File: config.mk
export PLATFORM = sky130hd
export DESIGN_NAME = rle_blob_tracker
export DESIGN_NICKNAME = d
export VERILOG_FILES = /design/src/rtl/rle_blob_tracker.sv
export SDC_FILE = /design/constraint.sdc
export NUM_CORES = 1
export LEC_CHECK = 0
export CORE_MARGIN = 4
export CORE_UTILIZATION = 27
export DETAILED_ROUTE_END_ITERATION = 12
export MAX_ROUTING_LAYER = met4
export PLACE_DENSITY_LB_ADDON = 0.25
export SLEW_MARGIN = 30
export SYNTH_ARGS = -nofsm -noshare
export SYNTH_HDL_FRONTEND = slang
export SYNTH_SLANG_ARGS = --single-unit
export TNS_END_PERCENT = 100
File: constraint.sdc
create_clock -name CLK -period 11.6 [get_ports CLK]
set_clock_uncertainty 0.05 [all_clocks]
set_input_delay 2.32 -clock CLK [delete_from_list [all_inputs] [get_ports CLK]]
set_output_delay 2.32 -clock CLK [all_outputs]
set_load 0.05 [all_outputs]
File: src/rtl/rle_blob_tracker.sv
// Links the dominant white run of each line into vertically connected blobs and,
// at frame end, reports the largest blob's bounding box, area and centroid.
module rle_blob_tracker #(
  parameter int IMAGE_W   = 640,
  parameter int IMAGE_H   = 480,
  parameter int MIN_LINES = 4,
  parameter int DIV_W     = 30
) (
  input  logic        CLK,
  input  logic        reset_n,
  input  logic        line_valid,
  input  logic [10:0] run_start,
  input  logic [10:0] run_len,
  input  logic        frame_end,
  output logic        busy,
  output logic        blob_valid,
  output logic        blob_found,
  output logic [10:0] blob_x_min,
  output logic [10:0] blob_x_max,
  output logic [9:0]  blob_y_min,
  output logic [9:0]  blob_y_max,
  output logic [18:0] blob_area,
  output logic [10:0] blob_cx,
  output logic        lines_dropped
);

  localparam int CNT_W = $clog2(DIV_W);

  typedef enum logic [1:0] {ACCUM, CLOSE, DIVIDE, DONE} state_t;

  state_t state, state_next;

  logic [9:0]       y;
  logic [10:0]      prev_start, prev_end;
  logic [10:0]      act_x_min, act_x_max;
  logic [9:0]       act_y_min, act_y_max;
  logic [9:0]       act_lines;
  logic [18:0]      act_area;
  logic [DIV_W-1:0] act_moment;
  logic [10:0]      best_x_min, best_x_max;
  logic [9:0]       best_y_min, best_y_max;
  logic [18:0]      best_area;
  logic [DIV_W-1:0] best_moment;

  logic [DIV_W-1:0] div_num;
  logic [DIV_W-1:0] div_rem;
  logic [DIV_W:0]   div_den;
  logic             div_zero;
  logic [CNT_W-1:0] div_cnt;

  logic [11:0]      run_sum;
  logic [10:0]      run_end;
  logic [12:0]      run_weight;
  logic [DIV_W-1:0] run_moment;
  logic             accept, overlap, close_now, replace;
  logic [18:0]      sel_area;
  logic [DIV_W-1:0] sel_moment;
  logic [DIV_W:0]   rem_shift;
  logic             q_bit;

  assign busy = (state != ACCUM);

  // Run geometry: end column clipped to the image, moment term len*(2*start+len-1).
  always_comb begin
    run_sum    = {1'b0, run_start} + {1'b0, run_len};
    run_end    = (run_sum > 12'(IMAGE_W)) ? 11'(IMAGE_W - 1) : 11'(run_sum - 12'd1);
    run_weight = {1'b0, run_start, 1'b0} + {2'b00, run_len} - 13'd1;
    run_moment = DIV_W'(run_len) * DIV_W'(run_weight);
  end

  always_comb begin
    accept    = (state == ACCUM) && line_valid;
    overlap   = (act_lines != 10'd0) && (y != 10'd0) && (act_y_max == y - 10'd1) &&
                (run_start <= prev_end) && (run_end >= prev_start);
    close_now = (accept && ((run_len == 11'd0) || !overlap)) || (state == CLOSE);
    replace   = (act_lines >= 10'(MIN_LINES)) && (act_area > best_area);
    sel_area   = replace ? act_area : best_area;
    sel_moment = replace ? act_moment : best_moment;
    rem_shift  = {div_rem, div_num[DIV_W-1]};
    q_bit      = !div_zero && (rem_shift >= div_den);
  end

  always_comb begin
    state_next = state;
    case (state)
      ACCUM:   if (frame_end) state_next = CLOSE;
      CLOSE:   state_next = DIVIDE;
      DIVIDE:  if (div_cnt == CNT_W'(DIV_W - 1)) state_next = DONE;
      DONE:    state_next = ACCUM;
      default: state_next = ACCUM;
    endcase
  end

  always_ff @(posedge CLK) begin
    if (!reset_n) state <= ACCUM;
    else          state <= state_next;
  end

  // Active blob tracking; CLOSE rewinds the line counter for the next frame.
  always_ff @(posedge CLK) begin
    if (!reset_n || state == CLOSE) begin
      y          <= '0;
      prev_start <= '0;
      prev_end   <= '0;
      act_x_min  <= '0;
      act_x_max  <= '0;
      act_y_min  <= '0;
      act_y_max  <= '0;
      act_lines  <= '0;
      act_area   <= '0;
      act_moment <= '0;
    end else if (accept) begin
      y          <= (y == 10'(IMAGE_H - 1)) ? y : y + 10'd1;
      prev_start <= run_start;
      prev_end   <= run_end;
      if (run_len == 11'd0) begin
        act_lines  <= '0;
        act_area   <= '0;
        act_moment <= '0;
      end else if (overlap) begin
        act_x_min  <= (run_start < act_x_min) ? run_start : act_x_min;
        act_x_max  <= (run_end > act_x_max) ? run_end : act_x_max;
        act_y_max  <= y;
        act_lines  <= act_lines + 10'd1;
        act_area   <= act_area + {8'd0, run_len};
        act_moment <= act_moment + run_moment;
      end else begin
        act_x_min  <= run_start;
        act_x_max  <= run_end;
        act_y_min  <= y;
        act_y_max  <= y;
        act_lines  <= 10'd1;
        act_area   <= {8'd0, run_len};
        act_moment <= run_moment;
      end
    end
  end

  // Strictly-greater area comparison keeps the earlier blob on ties.
  always_ff @(posedge CLK) begin
    if (!reset_n || state == DONE) begin
      best_x_min  <= '0;
      best_x_max  <= '0;
      best_y_min  <= '0;
      best_y_max  <= '0;
      best_area   <= '0;
      best_moment <= '0;
    end else if (close_now && replace) begin
      best_x_min  <= act_x_min;
      best_x_max  <= act_x_max;
      best_y_min  <= act_y_min;
      best_y_max  <= act_y_max;
      best_area   <= act_area;
      best_moment <= act_moment;
    end
  end

  // Restoring divider; div_num doubles as the quotient shift register.
  always_ff @(posedge CLK) begin
    if (!reset_n) begin
      div_num  <= '0;
      div_rem  <= '0;
      div_den  <= '0;
      div_zero <= 1'b0;
      div_cnt  <= '0;
    end else if (state == CLOSE) begin
      div_num  <= sel_moment;
      div_rem  <= '0;
      div_den  <= (DIV_W + 1)'({sel_area, 1'b0});
      div_zero <= (sel_area == 19'd0);
      div_cnt  <= '0;
    end else if (state == DIVIDE) begin
      div_rem  <= q_bit ? DIV_W'(rem_shift - div_den) : DIV_W'(rem_shift);
      div_num  <= {div_num[DIV_W-2:0], q_bit};
      div_cnt  <= div_cnt + CNT_W'(1);
    end
  end

  // A line arriving in the DONE cycle is itself dropped, so it re-arms the flag.
  always_ff @(posedge CLK) begin
    if (!reset_n) begin
      blob_valid    <= 1'b0;
      blob_found    <= 1'b0;
      blob_x_min    <= '0;
      blob_x_max    <= '0;
      blob_y_min    <= '0;
      blob_y_max    <= '0;
      blob_area     <= '0;
      blob_cx       <= '0;
      lines_dropped <= 1'b0;
    end else begin
      blob_valid <= (state == DONE);
      if (state == DONE) begin
        lines_dropped <= line_valid;
        blob_found    <= (best_area != 19'd0);
        if (best_area != 19'd0) begin
          blob_x_min <= best_x_min;
          blob_x_max <= best_x_max;
          blob_y_min <= best_y_min;
          blob_y_max <= best_y_max;
          blob_area  <= best_area;
          blob_cx    <= 11'(div_num);
        end else begin
          blob_x_min <= '0;
          blob_x_max <= '0;
          blob_y_min <= '0;
          blob_y_max <= '0;
          blob_area  <= '0;
          blob_cx    <= '0;
        end
      end else if (busy && line_valid) begin
        lines_dropped <= 1'b1;
      end
    end
  end

endmodule

Word-level counts from Yosys, hierarchy flattened
Index checks and enable logic that the tools add are counted.

Flip-flop bits (word level): 386. Input bits: 26.

Reduce and logical (&&, ||, !) cells: 33. $mul: 1. Multiplexer cells: 27. Eq/ne operators: 10. Add/subtract/negate cells: 11. $lt $le $gt $ge: 8. Bitwise operators: 4.

Operators with widths (count): 30-bit two-way mux (6); 11-bit two-way mux (8); 19-bit two-way mux (4); 10-bit two-way mux (4); 31-bit by 20-bit >= comparator with 1-bit output (1); 30-bit by 24-bit adder with 30-bit output (1); 30-bit by 20-bit subtractor with 30-bit output (1); 11-bit by 13-bit multiplier with 24-bit output (1); 10-bit by 1-bit adder with 10-bit output, second input constant (2); 10-bit nonzero test (2); 19-bit by 11-bit adder with 19-bit output (1); 19-bit greater-than comparator (1); 19-bit zero test (1); 19-bit nonzero test (1); 12-bit by 11-bit adder with 13-bit output (1); 13-bit by 1-bit subtractor with 13-bit output, second input constant (1); 11-bit by 11-bit adder with 12-bit output (1); 12-bit by 10-bit greater-than comparator with 1-bit output, second input constant (1); 11-bit >= comparator (1); 11-bit greater-than comparator (1); 11-bit less-or-equal comparator (1); 11-bit zero test (1); 11-bit < comparator (1); 11-bit by 1-bit subtractor with 11-bit output, second input constant (1); other kinds (22) (50).

Logic depth before layout (Yosys ltp)
Depth in word-level cells: 10. Gate-level depth with buffers: 42. Mapped depth without buffers: 40.

Least setup slack after synthesis
OpenSTA, ideal clock, no wires.

Kind: input to register. Start point: input run_len[1]. End point: register act_moment[27]. Path buffers: 2. Path slack: 0.575 ns. Data required time: 11.476 ns. Arrival: 10.901 ns. Stages: 40. Cell sequence: inv_1 > ha_1 > inv_1 > ha_1 > fa_1 > a21o_1 > a21oi_1 > o21bai_1 > a21oi_1 > o21ai_0 > a21o_1 > a21oi_1 > xnor2_1 > clkbuf_1 > nand2_1 > fa_1 > inv_1 > fa_1 > (+4 left out) > inv_1 > ha_1 > a21o_1 > a21o_1 > a21o_1 > a21oi_1 > o21ai_0 > o41ai_1 > xnor2_1 > ha_1 > clkbuf_1 > a21o_1 > a221o_1 > a21o_1 > a221oi_1 > nor2b_1 > nand2b_1 > a31oi_1.

Longest elaborated chain between the ends: 7. Elaborated cells between the ends (all ways): 13.

Ends and longest elaborated chain: start, declared (RTL line 13) `input logic [10:0] run_len,`; parallel branches: the longest is 6 deep, another holds 30-bit by 24-bit adder with 30-bit output; 30-bit two-way mux (*) (RTL line 116) `if (run_len == 11'd0) begin`; end signal, assigned (RTL line 126) `act_moment <= act_moment + run_moment;`; end signal, assigned (RTL line 134) `act_moment <= run_moment;`; end, declared (RTL line 39) `logic [DIV_W-1:0] act_moment;`.

Mark *: on every way between the ends. A chain may end at the register's enable or synchronous reset.

Worst setup path in the final report
Start point: input run_start[0]. End point: register act_moment[27].

Longest elaborated chain between the ends: 7. Elaborated cells between the ends (all ways): 14.

Ends and longest elaborated chain: start, declared (RTL line 12) `input logic [10:0] run_start,`; parallel branches: the longest is 5 deep, another holds 30-bit by 24-bit adder with 30-bit output; 30-bit two-way mux (*) (RTL line 120) `end else if (overlap) begin`; 30-bit two-way mux (*) (RTL line 116).

Marks and branches as above.

==> flow_summary.json <==
{
  "synth_top_family_by_area": "compound AO/OA/AOI/OAI gates",
  "wirelength_mm": 74.40,
  "async_reset_ff_share_pct": 0,
  "ys.flop_type": "dfxtp_1",
  "post_cts_buffers": 0,
  "syn-cell-area_mm2": 0.02567,
  "clockBufferDepth": 3,
  "synth.most_common_cell": "dfxtp_1",
  "status": "finished, final reports clean",
  "synth.distinct_cells": 75,
  "arrival_ns": 11.46,
  "antenna_found_initial": 0,
  "post-route-period-util_pct": 94.83,
  "synth_edf_count": 0,
  "slew_viol_final": 0,
  "nets": 3471,
  "synthToLayoutAreaGrowth_pct": 15.89,
  "rrSetupSlack_ns": 7.16,
  "holdPathStages": 1,
  "cts_tree": "built",
  "dpl_worst_slack_ns": -0.1386,
  "cap_violations": 0,
  "synth_commonest_cells": "dfxtp_1 (384), nand2_1 (281), inv_1 (271)",
  "rr_startpoint": "y[0]$_SDFFE_PP0P_",
  "slowest_stage": "fa_1",
  "synth-simple-area-share_pct": 16.83,
  "die_height_um": 316.4,
  "clkLatencyLatePin_ns": 0.60,
  "cts_resized": 0,
  "crit_buf_inv": 7,
  "critPathKind": "in2reg",
  "synth_seq_area_share_pct": 29.94,
  "hpwl_mm": 54.38,
  "post-route-util_pct": 31.69,
  "cp_data_required_time_ns": 12.06,
  "synth_top_cell_by_area": "dfxtp_1",
  "grt_pass1_wl_mm": 119.1,
  "dpl_cell_area_mm2": 0.02829,
  "path_clk_slew_ns": 0.06,
  "endpoint_kind": "flip-flop",
  "synth_xor_area_share_pct": 4.162,
  "drc_errors": 0,
  "drtIter0Drc": 1152,
  "num_vias": 21330,
  "final.setup.worst_slack_ns": 0.5999,
  "cts_buffers": 45,
  "cp_max_fo": 4,
  "grt_use_total_pct": 15.26,
  "finalCriticalPeriod_ns": 11.00,
  "synth_area_leaders": "dfxtp_1 (30%), ha_1 (11%), fa_1 (8.0%)",
  "avgViaCountPerCell": 4.846,
  "cp.depth": 40,
  "cpPeakStageDelay_ns": 0.55,
  "rsz0062_at_grt": "false",
  "hold_path_end": "div_num[26]$_SDFFE_PN0P_",
  "dieArea_mm2": 0.1001,
  "setup_viol": 0,
  "cpLargestDelayFamily": "adder cells",
  "syn_inst": 3065,
  "grt_pass1_vias": 20990,
  "final_area_mm2": 0.02975,
  "final_hold_viol_count": 0,
  "drive_gt1_share_pct": 6.419,
  "cts_sinks": 384,
  "worstMarginPinSlew_ns": 0.9587,
  "synth_area_per_cell_um2": 8.376,
  "routedWlPerCell_um": 16.90,
  "h-tree-depth": 2,
  "drt_pass1_iterations": 7,
  "ys_warn_count": 0,
  "globalplace.congestion": 0.8736,
  "rows": 112,
  "worstRegToRegCells": 11,
  "syn-num-nets": 3415,
  "ys_seq_elements": 384,
  "synth_top_area_share_pct": 29.94,
  "io_pins": 102,
  "root_buffer": "clkbuf_16",
  "worstReg2RegEnd": "best_x_max[10]$_SDFFE_PP0P_",
  "postRouteAntennaNets": 0,
  "max_slew_margin_pct": 36.09,
  "initial_core_util_pct": 27.34,
  "overflow": 0,
  "hp-start": "div_num[26]$_SDFFE_PN0P_",
  "portBuffers": 101,
  "core_area_mm2": 0.09389,
  "hold_class": "reg2reg",
  "cp-start-kind": "input pin",
  "synthMuxAreaShare_pct": 4.152,
  "fmax_mhz": 90.91,
  "ctsHoldBuffers": 0,
  "grt_max_degree": 181,
  "synth_fa_ha_area_share_pct": 18.80,
  "synth_compound_area_share_pct": 19.27,
  "die_width_um": 316.4
}
==> placed cells by master (no fill, tap or decap), types with 31 or more instances in the layout <==
cell type and n:
a21o_1 81, clkdlybuf4s50_1 101, clkbuf_16 45, a21oi_1 203, xor2_1 62, and2_1 83
nor2b_1 31, xnor2_1 60, nand3_1 156, o21ai_0 232, nand4_1 36, ha_1 219
inv_1 271, a22o_1 62, mux2i_1 93, buf_4 88, dfxtp_1 384, fa_1 103
nor2_1 159, nand2_1 281
==> layout make-up <==
type | instances | area [um^2]
timing repair buffer | 190 | 1692
clock buffer | 59 | 1249
inverter | 271 | 1017
multi-input combinational | 2229 | 16340
clock inverter | 14 | 193.9
antenna | 1 | 2.502
tap | 1254 | 1569
fill | 9988 | 64140
sequential | 384 | 7687
==> logic make-up after synthesis <==
kind of cell             Yosys count
AND/OR/NAND/NOR                  893
AO/OA/AOI/OAI                    785
buffers and inverters            452
flip-flops                       384
adder cells (fa/ha/maj)          324
XOR/XNOR                         122
multiplexers                     105
==> flip-flops by register name (all words and copies together) (netlist names), 19 cells and up <==
signal	cells
div_num	30
div_rem	30
act_moment	29
best_moment	29
act_area	19
best_area	19
blob_area	19
div_den	19
==> worst register-to-register path: stages (launching register included) <==
cell and delay, ns:
dfxtp_1 0.63, inv_1 0.09, ha_1 0.33, nor4_1 0.20
a32oi_1 0.08, o311ai_1 0.77, o21ai_1 0.31, or4_1 0.58
o221a_4 0.29, buf_12 0.22, nand3_1 0.59, o21ai_0 0.15
==> routing by layer <==
metal | wire length, um | global-route usage, %
met1 | 33800 | 19.05
met2 | 35540 | 25.55
met3 | 2480 | 1.948
met4 | 2590 | 5.126
met5 | 0 | -
==> stage by stage <==
stage | hold WS [ns] | instances | setup TNS, ns
floorplan | 0.3706 | 3065 | 0
global placement | 0.3786 | 4328 | -0.08131
detailed placement | 0.3841 | 4328 | -0.3130
CTS | 0.3982 | 4401 | 0
global route | 0.4122 | 4401 | 0
finish | 0.3948 | 4402 | 0
==> worst max path at each step <==
stage                                              to    startpoint  slack (ns)
after CTS                 act_moment[27]$_SDFFE_PP0P_  run_start[0]        0.47
after global routing      act_moment[27]$_SDFFE_PP0P_  run_start[0]       0.004
after floorplan           act_moment[27]$_SDFFE_PP0P_    run_len[1]        0.58
after global placement    act_moment[27]$_SDFFE_PP0P_  run_start[0]       -0.08
final                     act_moment[27]$_SDFFE_PP0P_  run_start[0]        0.60
after detailed placement  act_moment[27]$_SDFFE_PP0P_  run_start[0]       -0.14
Power is left out: the tool's default activity adds up to more than one toggle a clock period on the data nets, which glitch-free logic cannot reach.
